### config.mk
export PLATFORM = sky130hd
export DESIGN_NAME = wb_regfile_flat
export DESIGN_NICKNAME = d
export VERILOG_FILES = /design/src/rtl/wb_regfile_pkg.sv /design/src/rtl/wb_regfile_if.sv /design/src/rtl/wb_mux.sv /design/src/rtl/wb_regfile.sv /design/src/flat_wrapper.sv
export SDC_FILE = /design/constraint.sdc
export NUM_CORES = 1
export LEC_CHECK = 0
export ABC_CLOCK_PERIOD_IN_PS = 4000
export BUFFER_PORTS_ARGS = -buffer_cell sky130_fd_sc_hd__buf_2
export CORE_AREA = 8 8 158 131
export DETAILED_ROUTE_END_ITERATION = 6
export DIE_AREA = 0 0 166 139
export GPL_ROUTABILITY_DRIVEN = 0
export MAX_ROUTING_LAYER = met4
export PLACE_DENSITY_LB_ADDON = 0.3
export SLEW_MARGIN = 20
export SYNTH_ARGS = -nofsm -noshare
export SYNTH_HDL_FRONTEND = slang
export SYNTH_SLANG_ARGS = --single-unit
### constraint.sdc
create_clock -name clk -period 4 [get_ports clk]
set_clock_uncertainty 0.2 [all_clocks]
set_input_delay 0.2 -clock clk [delete_from_list [all_inputs] [get_ports clk]]
set_output_delay 0.2 -clock clk [all_outputs]
set_load 0.01 [all_outputs]
### src/rtl/wb_regfile_pkg.sv
// Shared constants for the write-back stage: WB control bit positions, SP reset value, GPR geometry.
package wb_regfile_pkg;

  localparam int WB_REGWRITE = 0;
  localparam int WB_MEMTOREG = 1;

  localparam int NUM_REGS = 8;
  localparam int REG_AW   = 3;
  localparam int REG_W    = 16;

  localparam logic [31:0] SP_RESET = 32'h000F_FFFF;

endpackage

### src/rtl/wb_regfile_if.sv
// MEM/WB-to-regfile bus: write-back controls and data in, decode read ports, SP and debug counter out.
interface wb_regfile_if
  import wb_regfile_pkg::*;
#(
  parameter int WbSize = 2
);
  logic                enable;
  logic [WbSize-1:0]   i_WB;
  logic [31:0]         i_MemData;
  logic [REG_W-1:0]    i_alu;
  logic [REG_AW-1:0]   i_Rdst;
  logic [31:0]         i_SP;
  logic                i_SpWe;
  logic [REG_AW-1:0]   i_Rsrc1;
  logic [REG_AW-1:0]   i_Rsrc2;
  logic [REG_W-1:0]    o_Rdata1;
  logic [REG_W-1:0]    o_Rdata2;
  logic [31:0]         o_SP;
  logic [REG_W-1:0]    o_WbData;
  logic [31:0]         o_WbCount;

  modport master (
    output enable, i_WB, i_MemData, i_alu, i_Rdst, i_SP, i_SpWe, i_Rsrc1, i_Rsrc2,
    input  o_Rdata1, o_Rdata2, o_SP, o_WbData, o_WbCount
  );

  modport slave (
    input  enable, i_WB, i_MemData, i_alu, i_Rdst, i_SP, i_SpWe, i_Rsrc1, i_Rsrc2,
    output o_Rdata1, o_Rdata2, o_SP, o_WbData, o_WbCount
  );

endinterface

### src/rtl/wb_mux.sv
// Write-back data select: memory load low half or ALU result. Purely combinational, reused by forwarding.
module wb_mux
  import wb_regfile_pkg::*;
#(
  parameter int RegWidth = REG_W
) (
  input  logic                i_mem_to_reg,
  input  logic [31:0]         i_MemData,
  input  logic [RegWidth-1:0] i_alu,
  output logic [RegWidth-1:0] o_WbData
);

  // Loads write back only the low half; the upper bits are deliberately dropped.
  logic w_unused_mem_hi;
  assign w_unused_mem_hi = ^i_MemData[31:RegWidth];

  assign o_WbData = i_mem_to_reg ? i_MemData[RegWidth-1:0] : i_alu;

endmodule

### src/rtl/wb_regfile.sv
// Write-back stage: 8x16 GPR file, SP and GPR write counter, with two bypassed combinational read ports.
module wb_regfile
  import wb_regfile_pkg::*;
#(
  parameter int          WbSize   = 2,
  parameter int          NumRegs  = NUM_REGS,
  parameter int          RegWidth = REG_W,
  parameter logic [31:0] SpReset  = SP_RESET
) (
  input  logic         clk,
  input  logic         rst,
  wb_regfile_if.slave  bus
);

  logic [RegWidth-1:0] r_gpr [NumRegs];
  logic [31:0]         r_sp;
  logic [31:0]         r_wb_cnt;

  logic [RegWidth-1:0] w_wb_dat;
  logic                w_gpr_we;
  logic                w_byp_en;
  logic                w_byp1;
  logic                w_byp2;

  generate
    if (WbSize > 2) begin : g_wb_hi
      logic w_unused_wb_hi;
      assign w_unused_wb_hi = ^bus.i_WB[WbSize-1:2];
    end
  endgenerate

  wb_mux #(
    .RegWidth (RegWidth)
  ) u_wb_mux (
    .i_mem_to_reg (bus.i_WB[WB_MEMTOREG]),
    .i_MemData    (bus.i_MemData),
    .i_alu        (bus.i_alu),
    .o_WbData     (w_wb_dat)
  );

  assign w_gpr_we = bus.enable & bus.i_WB[WB_REGWRITE];

  // Bypass must not leak write data onto the read ports while reset is held.
  assign w_byp_en = rst & w_gpr_we;
  assign w_byp1   = w_byp_en && (bus.i_Rsrc1 == bus.i_Rdst);
  assign w_byp2   = w_byp_en && (bus.i_Rsrc2 == bus.i_Rdst);

  always_ff @(posedge clk or negedge rst) begin
    if (!rst) begin
      for (int i = 0; i < NumRegs; i++) begin
        r_gpr[i] <= '0;
      end
    end else if (w_gpr_we) begin
      r_gpr[bus.i_Rdst] <= w_wb_dat;
    end
  end

  always_ff @(posedge clk or negedge rst) begin
    if (!rst) begin
      r_sp <= SpReset;
    end else if (bus.enable && bus.i_SpWe) begin
      r_sp <= bus.i_SP;
    end
  end

  always_ff @(posedge clk or negedge rst) begin
    if (!rst) begin
      r_wb_cnt <= '0;
    end else if (w_gpr_we) begin
      r_wb_cnt <= r_wb_cnt + 32'd1;
    end
  end

  assign bus.o_Rdata1  = w_byp1 ? w_wb_dat : r_gpr[bus.i_Rsrc1];
  assign bus.o_Rdata2  = w_byp2 ? w_wb_dat : r_gpr[bus.i_Rsrc2];
  assign bus.o_WbData  = w_wb_dat;
  assign bus.o_SP      = r_sp;
  assign bus.o_WbCount = r_wb_cnt;

endmodule

### src/flat_wrapper.sv
// flat-port wrapper written by rule: the top's interface ports become plain ports
module wb_regfile_flat import wb_regfile_pkg::*;
#(
  parameter int          WbSize   = 2,
  parameter int          NumRegs  = NUM_REGS,
  parameter int          RegWidth = REG_W,
  parameter logic [31:0] SpReset  = SP_RESET
)
  (clk, rst, bus_enable, bus_i_WB, bus_i_MemData, bus_i_alu, bus_i_Rdst, bus_i_SP, bus_i_SpWe, bus_i_Rsrc1, bus_i_Rsrc2, bus_o_Rdata1, bus_o_Rdata2, bus_o_SP, bus_o_WbData, bus_o_WbCount);
  wb_regfile_if #(.WbSize(WbSize)) bus_i ();
  input  logic clk;
  input  logic rst;
  input wire logic [$bits(bus_i.enable)-1:0] bus_enable;
  input wire logic [$bits(bus_i.i_WB)-1:0] bus_i_WB;
  input wire logic [$bits(bus_i.i_MemData)-1:0] bus_i_MemData;
  input wire logic [$bits(bus_i.i_alu)-1:0] bus_i_alu;
  input wire logic [$bits(bus_i.i_Rdst)-1:0] bus_i_Rdst;
  input wire logic [$bits(bus_i.i_SP)-1:0] bus_i_SP;
  input wire logic [$bits(bus_i.i_SpWe)-1:0] bus_i_SpWe;
  input wire logic [$bits(bus_i.i_Rsrc1)-1:0] bus_i_Rsrc1;
  input wire logic [$bits(bus_i.i_Rsrc2)-1:0] bus_i_Rsrc2;
  output wire logic [$bits(bus_i.o_Rdata1)-1:0] bus_o_Rdata1;
  output wire logic [$bits(bus_i.o_Rdata2)-1:0] bus_o_Rdata2;
  output wire logic [$bits(bus_i.o_SP)-1:0] bus_o_SP;
  output wire logic [$bits(bus_i.o_WbData)-1:0] bus_o_WbData;
  output wire logic [$bits(bus_i.o_WbCount)-1:0] bus_o_WbCount;
  assign bus_i.enable = bus_enable;
  assign bus_i.i_WB = bus_i_WB;
  assign bus_i.i_MemData = bus_i_MemData;
  assign bus_i.i_alu = bus_i_alu;
  assign bus_i.i_Rdst = bus_i_Rdst;
  assign bus_i.i_SP = bus_i_SP;
  assign bus_i.i_SpWe = bus_i_SpWe;
  assign bus_i.i_Rsrc1 = bus_i_Rsrc1;
  assign bus_i.i_Rsrc2 = bus_i_Rsrc2;
  assign bus_o_Rdata1 = bus_i.o_Rdata1;
  assign bus_o_Rdata2 = bus_i.o_Rdata2;
  assign bus_o_SP = bus_i.o_SP;
  assign bus_o_WbData = bus_i.o_WbData;
  assign bus_o_WbCount = bus_i.o_WbCount;
  wb_regfile #(.WbSize(WbSize), .NumRegs(NumRegs), .RegWidth(RegWidth), .SpReset(SpReset)) u_core (.clk(clk), .rst(rst), .bus(bus_i));
endmodule
# Yosys cells after proc, flatten, opt, wreduce, memory -nomap -nowiden

Index checks and enable logic that the tools add are counted.

Add/sub/neg operators: 1
$lt $le $gt $ge: 4
Equal/unequal tests: 2
Muxes and demuxes: 12
Bitwise operators: 5
Reductions and logical operators: 4

Operators by type and width:

| kind                  | count |
|---|---|
| $bwmux 128            | 1 |
| $mux 16               | 8 |
| $bmux 16 s3           | 2 |
| $demux 16 s3          | 1 |
| $add 32x1->32 const B | 1 |
| $ge 4x4->1 const B    | 3 |
| $not 3->4             | 3 |
| $eq 3x3->1            | 2 |
| $logic_and 1x1->1     | 4 |
| $lt 4x1->1 const B    | 1 |
| $and 1x1->1           | 2 |

Bits in registers: 192
Output and inout port bits: 112
Logic and storage cells: 38

# Depth between registers and ports, before layout

Gate-level depths: netlist (run 1).

Depth after elaboration: 6
Gate-level depth with buffers: 7

# Hierarchy

A second synthesis (run 1) with hierarchy kept.

Cell total of the unflattened synthesis: 706
Area total of the unflattened synthesis: 10004.6 um2

Modules (own cells, without submodules):

| module     | instances | cells each | area each (um2) | sequential area each (um2) |
|---|---|---|---|---|
| wb_regfile | 1         | 688        | 9755.6          | 4829.6 |
| wb_mux     | 1         | 18         | 249.0           | 0.0 |

# Least setup slack after synthesis (run 1)

OpenSTA, ideal clock, no wires.

Path kind: input to output
Start point: in bus_i_Rsrc2[1]
End point: out bus_o_Rdata2[10]
Data arrival time: 1.509 ns
Setup slack: 2.091 ns
Stages: 6
Buffers on the path: 2
Cell sequence: buf_2 buf_4 mux4_2 nor2b_1 a211oi_1 a21oi_1

Longest elaborated chain between the ends: 5

Ends and longest elaborated chain:

| element                                    | line               | text |
|---|---|---|
| from (decl)                                | flat_wrapper.sv:21 | `input wire logic [$bits(bus_i.i_Rsrc2)-1:0] bus_i_Rsrc2;` |
| $not 3->4 (not written as such)            | wb_regfile.sv:75   | `assign bus.o_Rdata2 = w_byp2 ? w_wb_dat : r_gpr[bus.i_Rsrc2];` |
| $bmux 16 s3                                | wb_regfile.sv:75   |  |
| $mux 16 (not written as such) (2 in a row) | wb_regfile.sv:75   |  |
| $mux 16 *                                  | wb_regfile.sv:75   |  |
| to (decl)                                  | flat_wrapper.sv:23 | `output wire logic [$bits(bus_i.o_Rdata2)-1:0] bus_o_Rdata2;` |

Mark *: on every way between the ends. The rest lies on a longest branch, timed or not. The select of a mux whose other input is x is not followed.

# Worst setup path after layout (run 1)

Start point: in rst
End point: out bus_o_Rdata1[10]

Longest elaborated chain between the ends: 3

Ends and longest elaborated chain:

| element           | line               | text |
|---|---|---|
| from (decl)       | flat_wrapper.sv:12 | `input logic rst;` |
| $and 1x1->1       | wb_regfile.sv:44   | `assign w_byp_en = rst & w_gpr_we;` |
| $logic_and 1x1->1 | wb_regfile.sv:45   | `assign w_byp1 = w_byp_en && (bus.i_Rsrc1 == bus.i_Rdst);` |
| $mux 16           | wb_regfile.sv:74   | `assign bus.o_Rdata1 = w_byp1 ? w_wb_dat : r_gpr[bus.i_Rsrc1];` |
| to (decl)         | flat_wrapper.sv:22 | `output wire logic [$bits(bus_i.o_Rdata1)-1:0] bus_o_Rdata1;` |

Every way passes these cells.

==> metrics.md, run 1 <==
| Metric | Value |
|---|---|
| Flop and latch count out of synthesis | approximately 190 |
| Layout Utilization | 65.0% |
| Post-CTS repair timing setup buffer count | 0 |
| Delay contributed by the slowest stage of the critical path | about 0.55 ns |
| Syn_nets | between 900 and 1000 |
| Number of antenna violations at the first check in global routing | 0 |
| Clock slew at reported path FFs | approximately 0.060 ns |
| Most area-consuming cells after synthesis | dfrtp_1 44%, mux4_2 15%, a21oi_1 6.6% |
| Maximum operating frequency | approximately 320 MHz |
| Proportion of power drawn by the clock network | between 30% and 40% |
| Share of layout cells above drive strength 1 | 35.1% |
| Number of global-route vias before repair | 7731 |
| Crit path buffers/inverters | 4 |
| Clock latency reported for the late side of the worst-skew pair | 0.44 ns |
| Proportion of power drawn by combinational gates | between 20% and 30% |
| Setup TNS | 0 ns |
| Remaining routing DRC violations | 0 |
| Post-synthesis average cell area | about 11 sq um |
| RSZ-0062 raised after global routing | false |
| Gate count after technology mapping | slightly below 900 |
| Avg WL per Cell | 21.0 microns |
| First-pass GRT wire length | 43400 microns |
| Sequential cell area fraction in the yosys report | 49.4% |
| Number of input and output port buffers inserted | between 150 and 200 |
| Placed wire-length estimate after detailed placement | 17800 microns |
| Worst hold slack | about 0.026 ns |
| Resized cells post-CTS | 0 |
| Die extent in y | approximately 140 microns |
| Average via count per standard cell | ~5.8 |
| Internal Power | roughly 0.0042 W |
| Number of violations of the max-capacitance limit | 0 |
| Maximum fanout along the worst path | ~60 |
| Leading cell types in the layout, fill and taps excluded | 189 x buf_2, 172 x dfrtp_1, 128 x a21oi_1, 101 x nor2_1, 64 x mux4_2 |
| Worst setup path category | in -> out |
| Synth warn | 0 |
| Largest net degree at the start of global routing | approximately 130 |
| Run status | complete, no violations |
| Number of slew-limit violations in the final report | 0 |
| Share of the synthesized area in the top cell type | approximately 44% |
| Crit path max-delay family | buffers and inverters |
| Total congestion overflow | 0 |
| Slew @ Worst Pin | about 1.1 ns |
| Sinks on Clock Net | about 190 |
| Static power due to leakage | ~5.4 nW |
| Fin crit period | around 3.2 ns |
| Inserted Clock Buffers | 17 |
| Worst setup slack before clock tree synthesis | 1.22 ns |
| Sw Pwr | roughly 0.0018 W |
| Cell with the largest stage delay on the worst path | dlygate4sd3_1 |
| Global routing usage summed across all routing layers | 24.6% |
| Final setup slack of the worst path | between 0.8 and 0.9 ns |
| Kind of end point of the critical path | primary output |
| Routed wire length | 27300 microns |
| Router iterations before antenna repair | 5 |
| Kind of start point of the critical path | input pin |
| Antenna diode instance count | 0 |
| Antenna Nets Post-Route | 0 |
| Number of I/O pins | between 200 and 250 |
| Die Area | approximately 23000 sq um |
| Deepest clock path buffer count | 2 |
| Arrival time reported for the critical path endpoint | ~2.8 ns |
| Sequence of cells on the critical path | dlygate4sd3_1, clkbuf_8, nand3_1, nor4_4, buf_4, a211oi_1, a21oi_1, buf_2 |
| Worst IR drop on VDD | 0.297 mV |
| Unique masters post-synth | 33 |
| Synth-to-layout area growth | 21.8% |
| Core region area | 18300 sq um |
| Switching part of the total | just under 30% |
| Post-route fraction of the period consumed by the critical path | about 80% |
| Initial core utilization | about 53% |
| Die X-Extent | around 170 microns |
| Largest area contributor in the synthesized netlist | dfrtp_1 |
| DR vias | 7587 |
| Total standard cell area after synthesis | 9770 sq um |
| Clock tree from TritonCTS | yes |
| Leading cell type in the layout, fill and taps excluded | buf_2 |
| Total power after layout | about 0.006 W |
| Depth of the CTS H-tree | 4 |
| Floorplan row count | 45 |
| Number of endpoints with negative hold slack in the final report | 0 |
| Pwr Density | about 500 nW/um^2 |
| Number of DRC markers in iteration 0 | about 700 |
| CTS Root Buffer Type | clkbuf_16 |
| Sequential power share | approximately 45% |
| Relative slew margins | approximately a quarter |
| Nets | about 1100 |
| Type of the worst min-delay path | in -> reg |
| Required time of the worst setup path | roughly 3.6 ns |
| Number of setup violations in the final report | 0 |
==> worst register-to-register path: cells and delay by family (launching register included) <==
kind          cells  cell delay (ns)
simple gates      3             1.05
flops             1             0.44
fa+ha+maj         1             0.19
xor+xnor          1             0.18
==> sequential cells by signal, summed over array words and instances (netlist names) <==
name	count
u_core.bus.o_WbCount	32
u_core.r_gpr	128
u_core.bus.o_SP	32
==> path summary, 6_finish.rpt <==
check	end	cells after the start	slack [ns]	start
max	bus_o_Rdata1[10]	8	0.84	rst
min in group asynchronous	u_core.bus.o_SP[20]	2	0.11	rst
max in group asynchronous	u_core.r_gpr[24]	3	2.41	rst
max reg2reg	u_core.bus.o_WbCount[22]	5	1.83	u_core.bus.o_WbCount[0]
min	u_core.r_gpr[24]	4	0.03	bus_i_alu[8]
min reg2reg	u_core.bus.o_WbCount[17]	1	0.29	u_core.bus.o_WbCount[17]
==> kinds of logic (layout without fill, tap and decap cells) <==
family | count (synthesis) | in the layout | synth area share, %
AOI/OAI and AO/OA | 192 | 192 | 10.7
xor gates and xnor gates | 37 | 37 | 3.32
adders and majority gates | 1 | 1 | 0.128
buffers and inverters | 101 | 298 | 4.37
DFF | 192 | 192 | 49.4
muxes | 113 | 113 | 20.2
and+or+nand+nor | 232 | 232 | 11.9
==> power by group through the flow <==
stage / logic (W) / registers, W / clock network, W
6_report: 0.00146 / 0.00264 / 0.00183
4_1_cts: 0.00147 / 0.00263 / 0.00185
5_1_grt: 0.00159 / 0.00269 / 0.00193
3_3_place_gp: 0.00139 / 0.00263 / 0
3_5_place_dp: 0.00143 / 0.00266 / 0
2_1_floorplan: 0.000932 / 0.00262 / 0
==> cells in the mapped netlist <==
| master | count |
|---|---|
| a21oi_1 | 128 |
| nor2_1 | 101 |
| xor2_1 | 16 |
| mux4_2 | 64 |
| nor3_1 | 3 |
| nand4b_1 | 1 |
| dfstp_2 | 20 |
| and3_1 | 10 |
| nand2_2 | 1 |
| xnor2_1 | 21 |
| nor4_4 | 2 |
| or3_1 | 1 |
| dfrtp_1 | 172 |
| ha_1 | 1 |
| nand2_1 | 42 |
| or4_1 | 1 |
| nor4_2 | 2 |
| and3b_1 | 2 |
| o21ai_0 | 32 |
| mux2_2 | 33 |
| a211oi_1 | 32 |
| clkbuf_1 | 50 |
| nor2b_1 | 32 |
| nand3_1 | 9 |
| buf_1 | 4 |
| nor4b_2 | 2 |
| inv_1 | 17 |
| nand4_1 | 15 |
| and4_1 | 5 |
| mux2i_1 | 16 |
| buf_4 | 4 |
| buf_2 | 26 |
| and2_1 | 3 |
==> routing by layer <==
layer | vias up | track usage (%) | part of all wire, %
li1 | 3471 | - | -
met4 | 0 | 8.50 | 2.5
met3 | 49 | 5.21 | 6.4
met2 | 279 | 39.3 | 50
met5 | - | - | 0
met1 | 3788 | 30.9 | 41
==> stage by stage <==
step	std cells	cell area [sq um]
after floorplan	868	9770
after global placement	1236	10900
after detailed placement	1236	10900
after CTS	1300	11900
after global routing	1300	11900
final	1300	11900
==> timing repair <==
action                                 CTS  global route
endpoints found under the hold margin   91             0
hold buffers                            33             0
setup endpoints to repair                0             0
==> layout make-up <==
type                            instances  area, sq um
Inverter                               17         63.8
Fill cell                            1395         6410
Sequential cell                       192         4830
Multi-Input combinational cell        575         4560
Clock inverter                         11          181
Timing Repair Buffer                  250         1520
Clock buffer                           20          447
Tap cell                              235          294
Note: power is estimated with default switching activity, not from simulation.
==> run 2: changes to the inputs <==
--- a/config.mk
+++ b/config.mk
@@ -5,11 +5,11 @@
 export SDC_FILE = /design/constraint.sdc
 export NUM_CORES = 1
 export LEC_CHECK = 0
-export ABC_CLOCK_PERIOD_IN_PS = 4000
+export ABC_CLOCK_PERIOD_IN_PS = 2800
 export BUFFER_PORTS_ARGS = -buffer_cell sky130_fd_sc_hd__buf_2
-export CORE_AREA = 8 8 158 131
+export CORE_AREA = 8 8 166 137
 export DETAILED_ROUTE_END_ITERATION = 6
-export DIE_AREA = 0 0 166 139
+export DIE_AREA = 0 0 174 145
 export GPL_ROUTABILITY_DRIVEN = 0
 export MAX_ROUTING_LAYER = met4
 export PLACE_DENSITY_LB_ADDON = 0.3
==> constraint.sdc (replaced) <==
create_clock -name clk -period 2.8 [get_ports clk]
set_clock_uncertainty 0.2 [all_clocks]
set_input_delay 0.14 -clock clk [delete_from_list [all_inputs] [get_ports clk]]
set_output_delay 0.14 -clock clk [all_outputs]
set_load 0.01 [all_outputs]
==> metrics.md, run 2 (synthesis results as in run 1) <==
| Metric | Value |
|---|---|
| Resized cells post-CTS | 0 (unchanged) |
| Global routing usage summed across all routing layers | 23.1% (-1.5 points) |
| Average via count per standard cell | 5.62 (-3.8%) |
| Depth of the worst hold-timing path | 4 (unchanged) |
| Worst setup path category | in -> out |
| Maximum operating frequency | ~390 MHz |
| Kind of start point of the critical path | input pin |
| Required time of the worst setup path | 2.46 ns (-1.14 ns) |
| Synth-to-layout area growth | 26.2% |
| Largest net degree at the start of global routing | 186 (+39%) |
| Run status | complete, no violations |
| Initial core utilization | 48.6% (-4.8 points) |
| Worst IR drop on VDD | 0.457 mV (+54%) |
| RSZ-0062 raised after global routing | false |
| Placed wire-length estimate after detailed placement | 17700 microns (-0.46%) |
| Most flops, register | u_core.r_gpr |
| Fin crit period | 2.58 ns |
| Leading cell type in the layout, fill and taps excluded | buf_2 |
| Pwr Density | 682 nW/um^2 (+37%) |
| Reg-to-Reg Start | u_core.bus.o_WbCount[0] |
| Min-Delay Startpoint | bus_i_alu[15] |
| First-pass GRT wire length | 44900 microns (+3.4%) |
| Relative slew margins | 31.2% (+5.2 points) |
| Reg-to-reg endpoint | u_core.bus.o_WbCount[20] |
| Type of the worst min-delay path | in -> reg |
| Number of DRC markers in iteration 0 | 600 (-12%) |
| Hold endpoint | u_core.r_gpr[63] |
| Arrival time reported for the critical path endpoint | 2.24 ns (-0.52 ns) |
| R2R Setup Slk | 0.69 ns (-1.14 ns) |
| Number of antenna violations at the first check in global routing | 1 (+1) |
| Kind of end point of the critical path | primary output |
| Flip-flop count of the largest register after layout | 128 (unchanged) |
| Inserted Clock Buffers | 17 (unchanged) |
| Deepest clock path buffer count | 2 (unchanged) |
| Nets | 1189 (+3.5%) |
| Die X-Extent | 174 microns (+4.8%) |
| Router iterations before antenna repair | 5 (unchanged) |
| Clock slew at reported path FFs | 0.07 ns (about the same) |
| Number of global-route vias before repair | 8057 (+4.2%) |
| Post-CTS repair timing setup buffer count | 0 (unchanged) |
| Length in cells of the worst reg-to-reg path | 5 (unchanged) |
| Worst setup slack before clock tree synthesis | 0.461 ns (-0.763 ns) |
| DR vias | 7729 (+1.9%) |
| Routed wire length | 28300 microns (+3.7%) |
| Share of layout cells above drive strength 1 | 34.6% (-0.49 points) |
| Die Area | 25200 sq um (+9.3%) |
| Sequence of cells on the critical path | dlygate4sd3_1, buf_2, nand3_1, nor4_4, buf_12, a211oi_1, a21oi_1, buf_2 |
| Number of input and output port buffers inserted | 190 (unchanged) |
| Depth of the CTS H-tree | 4 (unchanged) |
| Clock latency reported for the late side of the worst-skew pair | 0.44 ns (about the same) |
| Antenna Nets Post-Route | 0 (unchanged) |
| Remaining routing DRC violations | 0 (unchanged) |
| Number of slew-limit violations in the final report | 0 (unchanged) |
| Number of endpoints with negative hold slack in the final report | 0 (unchanged) |
| Cell with the largest stage delay on the worst path | dlygate4sd3_1 |
| Core region area | 20100 sq um (+9.9%) |
| Crit path buffers/inverters | 4 (unchanged) |
| Sinks on Clock Net | 192 (unchanged) |
| Static power due to leakage | 5.55 nW (+3.4%) |
| Clock tree from TritonCTS | yes |
| Crit path max-delay family | buffers and inverters |
| CTS Root Buffer Type | clkbuf_16 |
| Slew @ Worst Pin | 1.03 ns (-0.0474 ns) |
| Number of setup violations in the final report | 0 (unchanged) |
| Die extent in y | 145 microns (+4.3%) |
| Floorplan row count | 47 (+4.4%) |
| Setup TNS | 0 ns (unchanged) |
| Delay contributed by the slowest stage of the critical path | 0.54 ns (about the same) |
| Critical Path Most Common Cell | buf_2 |
| Avg WL per Cell | 20.6 microns (-2.1%) |
| Number of hold buffers added after cts | 64 (+94%) |
| Leading cell types in the layout, fill and taps excluded | 189 x buf_2, 172 x dfrtp_1, 128 x a21oi_1, 101 x nor2_1 |
| Final setup slack of the worst path | 0.217 ns (-0.619 ns) |
| Number of I/O pins | 207 (unchanged) |
| Layout Utilization | 61.3% (-3.7 points) |
| Number of violations of the max-capacitance limit | 0 (unchanged) |
| Total congestion overflow | 0 (unchanged) |
| Post-route fraction of the period consumed by the critical path | 92.2% |
| Maximum fanout along the worst path | 32 (-48%) |
## run 2: cell types whose count changed in the layout (fill, tap and decap cells not counted), sizes merged
cell and change:
diode +1, buf +9, inv +6, clkinvlp -1, clkbuf -1, dlygate4sd3 +31
bufinv -3
## run 2: how the worst max path moves through the flow
stage,start,to,slack (ns),depth (start not counted)
5_1_grt,bus_i_WB[0],bus_o_Rdata1[3],0.14,8
6_report,bus_i_WB[0],bus_o_Rdata1[3],0.22,8
4_1_cts,bus_i_WB[0],bus_o_Rdata1[3],0.23,8
3_5_place_dp,bus_i_Rsrc2[1],bus_o_Rdata2[7],0.46,7
2_1_floorplan,u_core.bus.o_WbCount[0],u_core.bus.o_WbCount[28],0.96,5
3_3_place_gp,bus_i_Rsrc2[1],bus_o_Rdata2[3],0.53,7
## run 2: area by class of cell
type / count / area [sq um]
diodes: 1 / 2.50
clock buffers: 19 / 453
clock inverters: 13 / 140
fillers: 1603 / 7790
inverters: 17 / 63.8
multi-input cells: 575 / 4550
flip-flops and latches: 192 / 4830
well taps: 269 / 337
repair buffers: 290 / 1950
## run 2: routing by layer
metal  GRT usage (%)  vias to the layer above  wire length, microns
met4            9.60                        0                   817
met2            36.6                      250                 13900
met1            28.9                     3879                 12000
met3            4.54                       58                  1560
met5               -                        -                     0
li1                -                     3542                     -
## run 2: power by group
part | total, W | switching (W) | leakage, nW | internal, W
Combinational | 0.00215 | 0.00102 | 2.97 | 0.00113
Sequential | 0.00377 | 0.000422 | 2.29 | 0.00335
Clock | 0.00248 | 0.00117 | 0.293 | 0.00131
Total | 0.00840 | 0.00261 | 5.55 | 0.00579
## run 2: metrics by stage
stage,cells,total power [W],area (sq um),hold WS (ns)
after global placement,1279,0.00577,11100,-0.228
after floorplan,868,0.00507,9770,-0.356
final,1376,0.00840,12300,0.0161
after global routing,1376,0.00880,12300,0.0273
after CTS,1375,0.00842,12300,0.00194
after detailed placement,1279,0.00586,11100,-0.227
## run 2: worst reg2reg max path: stages, from the launching register on
cell and delay, ns:
dfrtp_1 0.44, ha_1 0.19, nand3_1 0.20, nor4_4 0.60
nand4_1 0.20, xnor2_1 0.17
==> run 3: changes to the inputs <==
--- a/config.mk
+++ b/config.mk
@@ -7,13 +7,14 @@
 export LEC_CHECK = 0
 export ABC_CLOCK_PERIOD_IN_PS = 2800
 export BUFFER_PORTS_ARGS = -buffer_cell sky130_fd_sc_hd__buf_2
-export CORE_AREA = 8 8 166 137
+export CORE_AREA = 8 8 168 138
 export DETAILED_ROUTE_END_ITERATION = 6
-export DIE_AREA = 0 0 174 145
+export DIE_AREA = 0 0 176 146
 export GPL_ROUTABILITY_DRIVEN = 0
 export MAX_ROUTING_LAYER = met4
 export PLACE_DENSITY_LB_ADDON = 0.3
 export SLEW_MARGIN = 20
 export SYNTH_ARGS = -nofsm -noshare
 export SYNTH_HDL_FRONTEND = slang
+export SYNTH_HIERARCHICAL = 1
 export SYNTH_SLANG_ARGS = --single-unit
==> metrics.md, run 3 <==
| Metric | Value |
|---|---|
| Average via count per standard cell | 5.56 (-1.0%) |
| Ys async rst share | 100% (unchanged) |
| Clock latency reported for the late side of the worst-skew pair | 0.43 ns (about the same) |
| Static power due to leakage | 5.51 nW (-0.69%) |
| Deepest clock path buffer count | 2 (unchanged) |
| Sequential cell area fraction in the yosys report | 48.3% (-1.2 points) |
| Number of I/O pins | 207 (unchanged) |
| Most frequent cell after synthesis | dfrtp_1 |
| DR vias | 6783 (-12%) |
| Syn_nets | 802 (-17%) |
| Maximum operating frequency | 419 MHz (+8.3%) |
| Cell with the largest stage delay on the worst path | dlygate4sd3_1 |
| Total congestion overflow | 0 (unchanged) |
| Depth of the worst hold-timing path | 3 (-1) |
| Largest net degree at the start of global routing | 163 (-12%) |
| Share of the synthesized area in the top cell type | 43.0% (-1.0 points) |
| Inserted Clock Buffers | 17 (unchanged) |
| Avg WL per Cell | 20.8 microns (+1.1%) |
| Post-route cell area | 12300 sq um (+0.12%) |
| Number of input and output port buffers inserted | 190 (unchanged) |
| Wire length on met3 | 1150 microns (-27%) |
| Clock tree from TritonCTS | yes |
| Arrival time reported for the critical path endpoint | 2.04 ns (-0.20 ns) |
| Leading register cell type out of synthesis | dfrtp_1 |
| Routed wire length | 25400 microns (-10%) |
| Router iterations before antenna repair | 4 (-1) |
| Worst IR drop on VDD | 0.436 mV (-4.6%) |
| Required time of the worst setup path | 2.46 ns (about the same) |
| Sequence of cells on the critical path | dlygate4sd3_1, clkbuf_8, and3_1, nand4_1, buf_12, a21oi_1, buf_2 |
| Hold endpoint | u_core/r_gpr[125] |
| Top layer reached by signal wires | met4 |
| Depth of the CTS H-tree | 4 (unchanged) |
| Relative slew margins | 39.3% (+8.1 points) |
| First-pass GRT wire length | 41000 microns (-8.7%) |
| Worst setup slack before clock tree synthesis | 0.644 ns (+0.183 ns) |
| Number of slew-limit violations in the final report | 0 (unchanged) |
| Kind of start point of the critical path | input pin |
| Final setup slack of the worst path | 0.415 ns (+0.198 ns) |
| Run status | complete, no violations |
| Number of global-route vias before repair | 7350 (-8.8%) |
| Reg-to-reg endpoint | u_core/bus.o_WbCount[26] |
| Number of violations of the max-capacitance limit | 0 (unchanged) |
| Post-synthesis average cell area | 14.2 sq um (+26%) |
| Synth warn | 6 (+6) |
| Reg-to-Reg Start | u_core/bus.o_WbCount[0] |
| Gate count after technology mapping | 706 (-19%) |
| Largest area contributor in the synthesized netlist | dfrtp_1 |
| Number of endpoints with negative hold slack in the final report | 0 (unchanged) |
| Post-CTS repair timing setup buffer count | 0 (unchanged) |
| Most area-consuming cells after synthesis | dfrtp_1 43%, mux2_2 18%, mux4_2 14% |
| Met2 routed WL | 13000 microns (-6.4%) |
| Nets | 1030 (-13%) |
| Maximum fanout along the worst path | 28 (-13%) |
| RSZ-0062 raised after global routing | false |
| Leading cell type in the layout, fill and taps excluded | buf_2 |
| Global routing usage summed across all routing layers | 20.9% (-2.2 points) |
| Slew @ Worst Pin | 0.911 ns (-0.122 ns) |
| Sinks on Clock Net | 192 (unchanged) |
| Delay contributed by the slowest stage of the critical path | 0.54 ns (about the same) |
| Clock slew at reported path FFs | 0.07 ns (about the same) |
| Share of layout cells above drive strength 1 | 53.2% (+19 points) |
| Die extent in y | 146 microns (+0.69%) |
| Most flops, register | u_core/r_gpr |
| Type of the worst min-delay path | in -> reg |
| Pwr Density | 671 nW/um^2 (-1.6%) |
| Die Area | 25700 sq um (+1.8%) |
| Kind of end point of the critical path | primary output |
| Number of setup violations in the final report | 0 (unchanged) |
| Number of DRC markers in iteration 0 | 291 (-52%) |
| Leading cell types in the layout, fill and taps excluded | 189 x buf_2, 172 x dfrtp_1, 156 x mux2_2, 64 x mux4_2, 57 x dlygate4sd3_1 |
| Dpl cell area | 11200 sq um (+1.1%) |
| Synth-to-layout area growth | 23.3% |
| Remaining routing DRC violations | 0 (unchanged) |
| Total power after layout | 0.00827 W (-1.5%) |
| CTS Root Buffer Type | clkbuf_16 |
| Met1 Routed Length | 10700 microns (-11%) |
| EDFF count, synth | 0 (unchanged) |
| Worst setup path category | in -> out |
| Number of antenna violations at the first check in global routing | 4 (+3) |
| Initial core utilization | 49.0% (+0.47 points) |
| Most common library cells after synthesis | 172 x dfrtp_1, 156 x mux2_2, 64 x mux4_2, 42 x nor2_1 |
| Setup TNS | 0 ns (unchanged) |
| R2R Setup Slk | 0.66 ns (-0.03 ns) |
| Total standard cell area after synthesis | 10000 sq um (+2.4%) |
| Fin crit period | 2.38 ns (-0.198 ns) |
| Post-route fraction of the period consumed by the critical path | 85.2% (-7.1 points) |
| Unique masters post-synth | 31 (-6.1%) |
| Antenna Nets Post-Route | 0 (unchanged) |
| Core region area | 20400 sq um (+1.5%) |
| Placed wire-length estimate after detailed placement | 16500 microns (-6.7%) |
| Flip-flop count of the largest register after layout | 128 (unchanged) |
| Floorplan row count | 47 (unchanged) |
| Min-Delay Startpoint | bus_i_alu[13] |
| Flop and latch count out of synthesis | 192 (unchanged) |
| Length in cells of the worst reg-to-reg path | 5 (unchanged) |
| Die X-Extent | 176 microns (+1.1%) |
[run 3: changes by cell type after synthesis, sizes merged, moves of 11 or more]
| cell | delta |
|---|---|
| buf | +14 |
| a211oi | -32 |
| mux2i | +16 |
| mux2 | +144 |
| xnor2 | +11 |
| nand2 | -32 |
| o21ai | -32 |
| nand3 | +13 |
| a21oi | -96 |
| xor2 | -11 |
| nor2b | -32 |
| nor2 | -59 |
| clkbuf | -37 |
| inv | -15 |
[run 3: layer usage]
layer,vias to the layer above,global-route usage [%]
met5,-,-
met4,0,7.45
met3,31,3.81
met2,174,34.6
met1,3503,25.4
li1,3075,-
[run 3: cell type report]
type	instances	area [sq um]
sequential	192	4830
tap	269	337
antenna	4	10.0
fill	1557	8070
clock inverter	15	123
clock buffer	17	425
inverter	2	7.51
timing repair buffer	270	1770
multi-input combinational	451	4840
[run 3: cell families (layout without fill, tap and decap cells)]
group | after synthesis | in the layout | share of synthesized area, %
muxes | 273 | 273 | 37.9
xor gates and xnor gates | 37 | 37 | 3.24
DFF | 192 | 192 | 48.3
AOI/OAI and AO/OA | 32 | 32 | 1.60
other | 0 | 4 | 0
buffers and inverters | 63 | 304 | 3.49
and+or+nand+nor | 108 | 108 | 5.37
adders and majority gates | 1 | 1 | 0.125
[run 3: worst max-delay path: cells and delay by family]
family          cells  cell delay [ns]
buf+inv             4             1.16
compound gates      1             0.22
simple gates        2             0.51
[run 3: through the flow]
step	hold slack, ns	utilization, %	instances
after global routing	0.0603	60.5	1220
after floorplan	-0.356	-	706
final	0.0445	60.5	1220
after detailed placement	0.0471	54.9	1127
after global placement	0.0538	54.9	1127
after CTS	0.0287	60.4	1216
[run 3: power by group]
group / internal, W / leakage (nW) / switching [W]
registers: 0.00339 / 2.36 / 0.000421
clock network: 0.00117 / 0.265 / 0.00112
logic: 0.00128 / 2.89 / 0.000901
total: 0.00583 / 5.51 / 0.00244
[run 3: repair_timing]
item,in CTS,in global routing
hold endpoints to repair,143,0
hold buffers,57,0
gates resized for setup,0,0
[run 3: worst max path at each step]
stage	from	end	slack [ns]	cells past startpoint
2_1_floorplan	u_core/bus.o_WbCount[0]	u_core/bus.o_WbCount[24]	0.91	5
3_3_place_gp	u_core/bus.o_WbCount[0]	u_core/bus.o_WbCount[30]	0.70	5
3_5_place_dp	u_core/bus.o_WbCount[0]	u_core/bus.o_WbCount[30]	0.64	5
4_1_cts	rst	bus_o_Rdata1[2]	0.40	7
5_1_grt	rst	bus_o_Rdata2[2]	0.35	8
6_report	rst	bus_o_Rdata1[2]	0.42	7
